**src/rtl/imem_arb_pkg.sv**
```systemverilog
// Shared types and constants for the instruction-memory port arbiter.
// Covers state/owner encodings, the reset grant history and the word-index range check.
package imem_arb_pkg;

  typedef enum logic [1:0] {
    ST_IDLE  = 2'd0,
    ST_ISSUE = 2'd1,
    ST_WAIT  = 2'd2,
    ST_RESP  = 2'd3
  } state_e;

  typedef enum logic {
    OWN_FETCH  = 1'b0,
    OWN_LOADER = 1'b1
  } owner_e;

  // Loader counts as the last winner out of reset, so fetch wins the first tie.
  localparam owner_e LAST_GRANT_RST = OWN_LOADER;

  localparam int WORD_IDX_MSB = 15;
  localparam int WORD_IDX_LSB = 1;

  function automatic logic addr_out_of_range(input logic [15:0] addr, input int mem_words);
    return 32'(addr[WORD_IDX_MSB:WORD_IDX_LSB]) >= mem_words;
  endfunction

endpackage

```
**src/rtl/imem_rr_pick.sv**
```systemverilog
// Combinational two-way picker: bit 0 = fetch, bit 1 = loader.
// Returns a one-hot grant, either round-robin on last_grant or loader-priority.
module imem_rr_pick
  import imem_arb_pkg::*;
#(
  parameter bit LOADER_PRIO = 1'b0
) (
  input  logic [1:0] valid,
  input  owner_e     last_grant,
  output logic [1:0] grant
);

  always_comb begin
    grant = 2'b00;
    case (valid)
      2'b01:   grant = 2'b01;
      2'b10:   grant = 2'b10;
      2'b11: begin
        if (LOADER_PRIO || (last_grant == OWN_FETCH)) grant = 2'b10;
        else                                          grant = 2'b01;
      end
      default: grant = 2'b00;
    endcase
  end

endmodule

```
**src/rtl/imem_port_arbiter.sv**
```systemverilog
// Arbitrates the single-port instruction memory between CPU fetch and the program loader.
// One transaction in flight; memory-port signals are registered and loaded at accept.
module imem_port_arbiter
  import imem_arb_pkg::*;
#(
  parameter int MEM_WORDS   = 256,
  parameter bit LOADER_PRIO = 1'b0
) (
  input  logic        clk,
  input  logic        rst,
  input  logic        f_req_valid,
  input  logic [15:0] f_req_addr,
  output logic        f_req_ready,
  output logic        f_rsp_valid,
  output logic [15:0] f_rsp_data,
  output logic        f_rsp_err,
  input  logic        f_rsp_ready,
  input  logic        f_kill,
  input  logic        l_req_valid,
  input  logic        l_req_we,
  input  logic [15:0] l_req_addr,
  input  logic [15:0] l_req_wdata,
  output logic        l_req_ready,
  output logic        l_rsp_valid,
  output logic [15:0] l_rsp_data,
  output logic        l_rsp_err,
  input  logic        l_rsp_ready,
  output logic        mem_en,
  output logic        mem_we,
  output logic [15:0] mem_addr,
  output logic [15:0] mem_wdata,
  input  logic [15:0] mem_rdata
);

  state_e      state_q, state_d;
  owner_e      owner_q, owner_d;
  owner_e      last_grant_q, last_grant_d;
  logic        we_q, we_d;
  logic        err_q, err_d;
  logic        kill_q, kill_d;
  logic [15:0] rsp_data_q, rsp_data_d;
  logic        mem_en_q, mem_en_d;
  logic        mem_we_q, mem_we_d;
  logic [15:0] mem_addr_q, mem_addr_d;
  logic [15:0] mem_wdata_q, mem_wdata_d;

  logic [1:0]  grant;
  logic        fetch_kill;
  logic        kill_now;
  logic        f_show;
  logic        l_show;

  imem_rr_pick #(
    .LOADER_PRIO (LOADER_PRIO)
  ) u_pick (
    .valid      ({l_req_valid, f_req_valid}),
    .last_grant (last_grant_q),
    .grant      (grant)
  );

  assign fetch_kill = f_kill && (owner_q == OWN_FETCH);
  assign kill_now   = kill_q || fetch_kill;

  always_comb begin
    state_d      = state_q;
    owner_d      = owner_q;
    last_grant_d = last_grant_q;
    we_d         = we_q;
    err_d        = err_q;
    kill_d       = kill_q;
    rsp_data_d   = rsp_data_q;
    mem_en_d     = 1'b0;
    mem_we_d     = 1'b0;
    mem_addr_d   = mem_addr_q;
    mem_wdata_d  = mem_wdata_q;
    f_req_ready  = 1'b0;
    l_req_ready  = 1'b0;

    case (state_q)
      ST_IDLE: begin
        f_req_ready = grant[0];
        l_req_ready = grant[1];
        if (grant[0]) begin
          owner_d     = OWN_FETCH;
          we_d        = 1'b0;
          mem_addr_d  = f_req_addr;
          mem_wdata_d = 16'h0000;
          err_d       = addr_out_of_range(f_req_addr, MEM_WORDS);
        end else if (grant[1]) begin
          owner_d     = OWN_LOADER;
          we_d        = l_req_we;
          mem_addr_d  = l_req_addr;
          mem_wdata_d = l_req_wdata;
          err_d       = addr_out_of_range(l_req_addr, MEM_WORDS);
        end
        if (grant != 2'b00) begin
          // The strobe is registered here so it is high for exactly the ISSUE cycle.
          last_grant_d = owner_d;
          mem_en_d     = !err_d;
          mem_we_d     = we_d && !err_d;
          kill_d       = 1'b0;
          state_d      = ST_ISSUE;
        end
      end
      ST_ISSUE: begin
        kill_d  = kill_q || fetch_kill;
        state_d = ST_WAIT;
      end
      ST_WAIT: begin
        kill_d     = kill_q || fetch_kill;
        rsp_data_d = (we_q || err_q) ? 16'h0000 : mem_rdata;
        state_d    = ST_RESP;
      end
      ST_RESP: begin
        if (kill_now) begin
          state_d = ST_IDLE;
        end else if ((owner_q == OWN_FETCH) ? f_rsp_ready : l_rsp_ready) begin
          state_d = ST_IDLE;
        end
      end
      default: state_d = ST_IDLE;
    endcase
  end

  always_ff @(posedge clk or posedge rst) begin
    if (rst) begin
      state_q      <= ST_IDLE;
      owner_q      <= OWN_FETCH;
      last_grant_q <= LAST_GRANT_RST;
      we_q         <= 1'b0;
      err_q        <= 1'b0;
      kill_q       <= 1'b0;
      rsp_data_q   <= 16'h0000;
      mem_en_q     <= 1'b0;
      mem_we_q     <= 1'b0;
      mem_addr_q   <= 16'h0000;
      mem_wdata_q  <= 16'h0000;
    end else begin
      state_q      <= state_d;
      owner_q      <= owner_d;
      last_grant_q <= last_grant_d;
      we_q         <= we_d;
      err_q        <= err_d;
      kill_q       <= kill_d;
      rsp_data_q   <= rsp_data_d;
      mem_en_q     <= mem_en_d;
      mem_we_q     <= mem_we_d;
      mem_addr_q   <= mem_addr_d;
      mem_wdata_q  <= mem_wdata_d;
    end
  end

  assign f_show = (state_q == ST_RESP) && (owner_q == OWN_FETCH) && !kill_now;
  assign l_show = (state_q == ST_RESP) && (owner_q == OWN_LOADER);

  assign f_rsp_valid = f_show;
  assign f_rsp_data  = f_show ? rsp_data_q : 16'h0000;
  assign f_rsp_err   = f_show && err_q;
  assign l_rsp_valid = l_show;
  assign l_rsp_data  = l_show ? rsp_data_q : 16'h0000;
  assign l_rsp_err   = l_show && err_q;

  assign mem_en    = mem_en_q;
  assign mem_we    = mem_we_q;
  assign mem_addr  = mem_addr_q;
  assign mem_wdata = mem_wdata_q;

endmodule

```
**config.mk**
```make
export PLATFORM = sky130hd
export DESIGN_NAME = imem_port_arbiter
export DESIGN_NICKNAME = d
export VERILOG_FILES = /design/src/rtl/imem_arb_pkg.sv /design/src/rtl/imem_rr_pick.sv /design/src/rtl/imem_port_arbiter.sv
export SDC_FILE = /design/constraint.sdc
export NUM_CORES = 1
export LEC_CHECK = 0
export CELL_PAD_IN_SITES_DETAIL_PLACEMENT = 0
export CELL_PAD_IN_SITES_GLOBAL_PLACEMENT = 2
export CORE_MARGIN = 1.5
export CORE_UTILIZATION = 22
export CTS_CLUSTER_DIAMETER = 80
export DETAILED_ROUTE_END_ITERATION = 6
export GPL_TIMING_DRIVEN = 0
export HOLD_SLACK_MARGIN = 0.1
export MAX_ROUTING_LAYER = met4
export PLACE_DENSITY = 0.83
export SETUP_SLACK_MARGIN = 0.2
export SYNTH_ARGS = -nofsm -noshare
export SYNTH_HDL_FRONTEND = slang
export SYNTH_SLANG_ARGS = --single-unit
```
**constraint.sdc**
```tcl
create_clock -name clk -period 2.5 [get_ports clk]
set_clock_uncertainty 0.1 [all_clocks]
set_input_delay 0.5 -clock clk [delete_from_list [all_inputs] [get_ports clk]]
set_output_delay 0.5 -clock clk [all_outputs]
set_load 0.1 [all_outputs]
```
# After elaboration in Yosys (flattened, before gate mapping)
# Index checks and enable logic that the tools add are counted.
dict set report classes {
  bitwise_logic 1
  n_eq_ne 8
  n_lt_le_gt_ge 2
  muxes 30
  reduce_logical 18
}
# cell n
set ops {}
lappend ops {{2-to-1 mux 16 bit} 7}
lappend ops {{>= comparator 15 x 9 -> 1 bit, second input constant} 2}
lappend ops {{2-to-1 mux 1 bit} 16}
lappend ops {{== test 2 bit, second input constant} 4}
lappend ops {{2-to-1 mux 2 bit} 4}
lappend ops {{case mux 2 bit (4 select lines)} 1}
lappend ops {{logical AND 1 bit} 7}
lappend ops {{case mux 2 bit (3 select lines)} 1}
lappend ops {{AND reduction 2 bit} 3}
lappend ops {{== test 2 x 1 -> 1 bit, second input constant} 2}
lappend ops {{nonzero test 2 bit} 2}
lappend ops {{inequality test 3 bit, second input constant} 1}
lappend ops {{logical NOT 1 bit} 2}
lappend ops {{logical NOT 2 bit} 1}
lappend ops {{logical OR 1 bit} 2}
lappend ops {{inequality test 2 bit, second input constant} 1}
lappend ops {{case mux 1 bit (2 select lines)} 1}
lappend ops {{OR reduction 2 bit} 1}
lappend ops {{inverter 1 bit} 1}
dict set report word_totals {
  regBits 57
  in_bits 72
  output_inout_bits 72
  word_cells 70
}

# Depth between registers and ports, before layout
dict set report logic_depth {
  word_depth 9
  ltp_mapped 7
  depth_no_buf 5
}

# Modules after synthesis
# A second synthesis with hierarchy kept.
dict set report unflattened {
  cells_unflattened 260
  area_unflattened_um2 2657.5
}
# mod cells_each instances area_each_um2
set by_module_without_submodules {}
lappend by_module_without_submodules {imem_port_arbiter 257 1 2638.8}
lappend by_module_without_submodules {imem_rr_pick 3 1 18.8}

# Worst setup path before layout
# OpenSTA, ideal clock, no wires.
dict set report synth_timing {
  path_type {register to output}
  startpoint {register state_q[1]}
  endpoint {output f_rsp_data[10]}
  t_arrival_ns 2.204
  setup_slack_ns -0.304
  n_path_buf 1
  path_stages_with_launch 5
  path_cell_list {dfrtp_1 -> ha_1 -> nor4b_4 -> buf_2 -> and2_1}
}
dict set report synth_between {
  elab_chain_cells 4
}
# item line_no
set synth_rtl {}
lappend synth_rtl {{start: declaration} imem_port_arbiter.sv:35} ;# state_e state_q, state_d;
lappend synth_rtl {{start signal: assignment} imem_port_arbiter.sv:139} ;# state_q <= state_d;
lappend synth_rtl {{== test 2 bit} imem_port_arbiter.sv:153} ;# assign f_show = (state_q == ST_RESP) && (owner_q == OWN_FETCH) && !kill_now;
lappend synth_rtl {{logical AND 1 bit (2 in a row)} imem_port_arbiter.sv:153}
lappend synth_rtl {{net f_rsp_valid} imem_port_arbiter.sv:14} ;# output logic f_rsp_valid,
lappend synth_rtl {{2-to-1 mux 16 bit} imem_port_arbiter.sv:157} ;# assign f_rsp_data = f_show ? rsp_data_q : 16'h0000;
lappend synth_rtl {{end: declaration} imem_port_arbiter.sv:15} ;# output logic [15:0] f_rsp_data,
# The timed path passes the listed nets, and every way through them passes these cells.

# Worst setup path after layout
dict set report layout_timing {
  startpoint {register state_q[1]}
  endpoint {output f_rsp_data[11]}
}
dict set report layout_between {
  elab_chain_cells 4
}
# item line_no
set layout_rtl {}
lappend layout_rtl {{== test 2 bit} imem_port_arbiter.sv:153}
lappend layout_rtl {{logical AND 1 bit (2 in a row)} imem_port_arbiter.sv:153}
lappend layout_rtl {{2-to-1 mux 16 bit} imem_port_arbiter.sv:157}
# No other way between the ends.

==> reports/summary.log <==
qor: sta.final_critical_path_setup_slack 0.197 ns
qor: global_route.antenna_found_initial 0
qor: placement.dpl_worst_slack -1.12 ns
qor: placement.detail_placement_hpwl 6520 um
qor: floorplan.initial_core_util 22.6%
qor: clock_network.ctsLongestPathBuffers 2
qor: floorplan.die_x 114 um
qor: critical_path.critical_path_required 1.90 ns
qor: clock_network.clock-sinks 57
qor: sta.fmax 434 MHz
qor: logic_synthesis.netlist_top_cells_area dfrtp_1 52%, o21ai_0 5.9%, a22o_1 5.5%
qor: run.maxcap_violations 0
qor: logic_synthesis.synth_top_flop_cell dfrtp_1
qor: logic_synthesis.ys_types 35
qor: critical_path.critical_path_fanouts_max 8
qor: clock_network.cts_htree_levels 3
qor: critical_path.worst_path_most_repeated_cell buf_6
qor: global_route.grt-ovfl-total 0
qor: routing.wire_per_inst 14.7 um
qor: logic_synthesis.synth_warnings 0
qor: sta.period_needed 2.30 ns
qor: placement.gp_routability_congestion 0.791
qor: global_route.gr-usage-all-layers 14.4%
qor: critical_path.crit_arrival 1.70 ns
qor: logic_synthesis.syn_nets 357
qor: placement.placedInstanceArea 0.00439 mm2
qor: clock_network.tritoncts yes
qor: logic_synthesis.synth.ff_latch_count 57
qor: logic_synthesis.synth_area 0.00272 mm2
qor: routing.drtIter0Drc 69
qor: logic_synthesis.synth.largest_area_cell dfrtp_1
qor: logic_synthesis.proportion_of_synthesized_chip_area_in_sequential_cells 52.5%
qor: critical_path.timing.critical_path.slowest_stage_cell dfrtp_1
qor: layout.insertedDiodeCount 0
qor: global_route.grt_first_pass_wirelength 14200 um
qor: clock_network.clk_pin_slew 0.05 ns
qor: global_route.maximum_number_of_pins_on_one_net_before_global_route_repair 41
qor: routing.drtPass1Iterations 4
qor: layout.area_growth_syn_to_layout 83.7%
qor: layout.finalInstanceArea 0.00500 mm2
qor: clock_network.worst_skew_pair.late_latency 0.31 ns
qor: floorplan.floorplan.core_area 0.0120 mm2
qor: sta.grt_setup_unrepaired true
qor: clock_network.cts_hold_repair.buffers 0
qor: critical_path.end_kind primary output
qor: clock_network.cts.root.buffer_cell clkbuf_16
qor: critical_path.cell_breakdown_of_the_critical_path ha_2, nor4b_4, buf_6, buf_6, and2_4, buf_12
qor: run_status.run_status finished, final reports clean
qor: global_route.first_global_vias 2797
qor: logic_synthesis.netlist_instances 282
qor: routing.drt_wl_total 8750 um
qor: critical_path.critical_path.startpoint_type flip-flop
qor: logic_synthesis.yosys.cell_count.top_type dfrtp_1
qor: logic_synthesis.postSynthAreaPerCell 9.65 um2
qor: floorplan.top_level_i_o_count 144
qor: layout.final_core_util 41.6%
qor: routing.count_of_vias_placed_by_the_detailed_router 2702
qor: critical_path.setup.worst_path.class reg2out
qor: sta.finalSetupTns 0 ns
qor: layout.layout.nets 518
qor: clock_network.tritoncts.num_buffers 9
qor: logic_synthesis.synth_edf_count 0
qor: pwr.static_leakage 2.25 nW
qor: critical_path.cp_slowest_stage_delay 0.37 ns
qor: sta.final-max-slew-violation-count 0
qor: routing.drc 0
qor: floorplan.placementRows 40
qor: placement.number_of_input_and_output_port_buffers_inserted 143
qor: layout.post_route_cells_drive_above_1_share 26.4%
qor: sta.final_cycle_utilization_of_the_critical_path 92.1%
qor: sta.relSlewSlack 34.7%
qor: sta.timing_worst_slew_pin_value 0.983 ns
qor: floorplan.die-height 114 um
qor: min_path.hold_path.class reg2reg
qor: sta.timing.final.hold_violations 0
qor: pwr.power_density 1270 mW/mm2
qor: routing.final_antenna_net_count 0
qor: logic_synthesis.synth_commonest_cells 56 x dfrtp_1, 32 x o21ai_0, 22 x inv_1
qor: logic_synthesis.async_flop_share 100%
qor: floorplan.fp.dieArea 0.0130 mm2
qor: routing.avgViaCountPerCell 4.55
qor: pwr.total_power 0.00636 W
qor: pwr.vdd.ir_drop.worst 0.000528 V
qor: sta.setup_viols_final 0
qor: logic_synthesis.synth_top_cell_area_share 51.5%
[flip-flops by register name, indices dropped and copies added (netlist names)]
| signal | count |
|---|---|
| err_q | 1 |
| we_q | 1 |
| rsp_data_q | 16 |
| mem_we | 1 |
| kill_q | 1 |
| state_q | 2 |
| mem_wdata | 16 |
| mem_en | 1 |
| mem_addr | 16 |
| last_grant_q | 1 |
| owner_q | 1 |
[power by group]
group	internal, W	total, W	switching, W
clock network	0.000816	0.00122	0.000403
registers	0.00125	0.00145	0.000199
logic	0.000870	0.00369	0.00282
[worst paths after layout]
path | from | to | slack (ns) | cells after the start
min reg2reg | mem_wdata[4] | mem_wdata[4] | 0.39 | 1
max reg2reg | state_q[0] | mem_addr[8] | 0.65 | 6
min | mem_wdata[4] | mem_wdata[4] | 0.39 | 1
max | state_q[1] | f_rsp_data[11] | 0.20 | 6
max in group asynchronous | rst | last_grant_q | 1.29 | 3
min in group asynchronous | rst | rsp_data_q[12] | 0.40 | 2
[logic make-up (layout without fill, tap and decap cells)]
group	count (synthesis)	after routing	share of synthesized area [%]
compound gates	75	75	17.7
fa+ha+maj	3	3	1.38
buf+inv	43	208	6.53
flops	57	57	52.5
mux	3	3	1.29
simple gates	101	101	20.7
[per-stage QoR]
stage / cells / hold slack (ns)
5_1_grt: 594 / 0.414
6_report: 594 / 0.391
2_1_floorplan: 282 / 0.376
3_5_place_dp: 573 / 0.382
3_3_place_gp: 572 / 0.384
4_1_cts: 592 / 0.396
[worst max-delay path: cells and delay by family (launching register included)]
kind | cells | cell delay (ns)
and+or+nand+nor | 2 | 0.37
adders and majority gates | 1 | 0.19
DFF | 1 | 0.37
buffers and inverters | 3 | 0.45
[routing by layer]
layer	global-route usage (%)	vias to the layer above	part of all wire, %
met4	5.25	0	1.3
met2	23.6	99	49
met1	17.8	1290	45
li1	-	1302	-
met3	2.59	11	4.7
met5	-	-	0
[cell usage in the layout, fill, tap and decap left out, types with 2 or more instances in the layout]
cell type / count
and2_4: 12
clkbuf_2: 3
and3_2: 17
clkbuf_8: 3
and2_1: 5
clkbuf_16: 9
o21ai_0: 32
ha_1: 2
a31oi_1: 17
buf_4: 10
clkbuf_4: 8
dfrtp_1: 56
buf_6: 4
or4_1: 2
inv_1: 21
clkinv_2: 2
nor2_1: 19
buf_2: 6
clkdlybuf4s50_1: 68
nand2_1: 18
clkbuf_1: 5
dlygate4sd2_1: 37
nand3_1: 16
buf_8: 7
mux2i_1: 2
buf_12: 23
a22o_1: 17
[what timing repair did]
action / in CTS / in global routing
gates cloned: 1 / 0
setup buffers: 3 / 2
setup endpoints to repair: 72 / 37
gates resized for setup: 331 / 45
pin swaps: 2 / 0
[cell type report]
class | count | area [um2]
Buffer | 21 | 138
Clock buffer | 12 | 256
Clock inverter | 3 | 40.0
Fill cell | 1207 | 7020
Inverter | 22 | 82.6
Multi-Input combinational cell | 182 | 1180
Sequential cell | 57 | 1430
Tap cell | 147 | 184
Timing Repair Buffer | 150 | 1690
(Power assumes the default switching activity.)
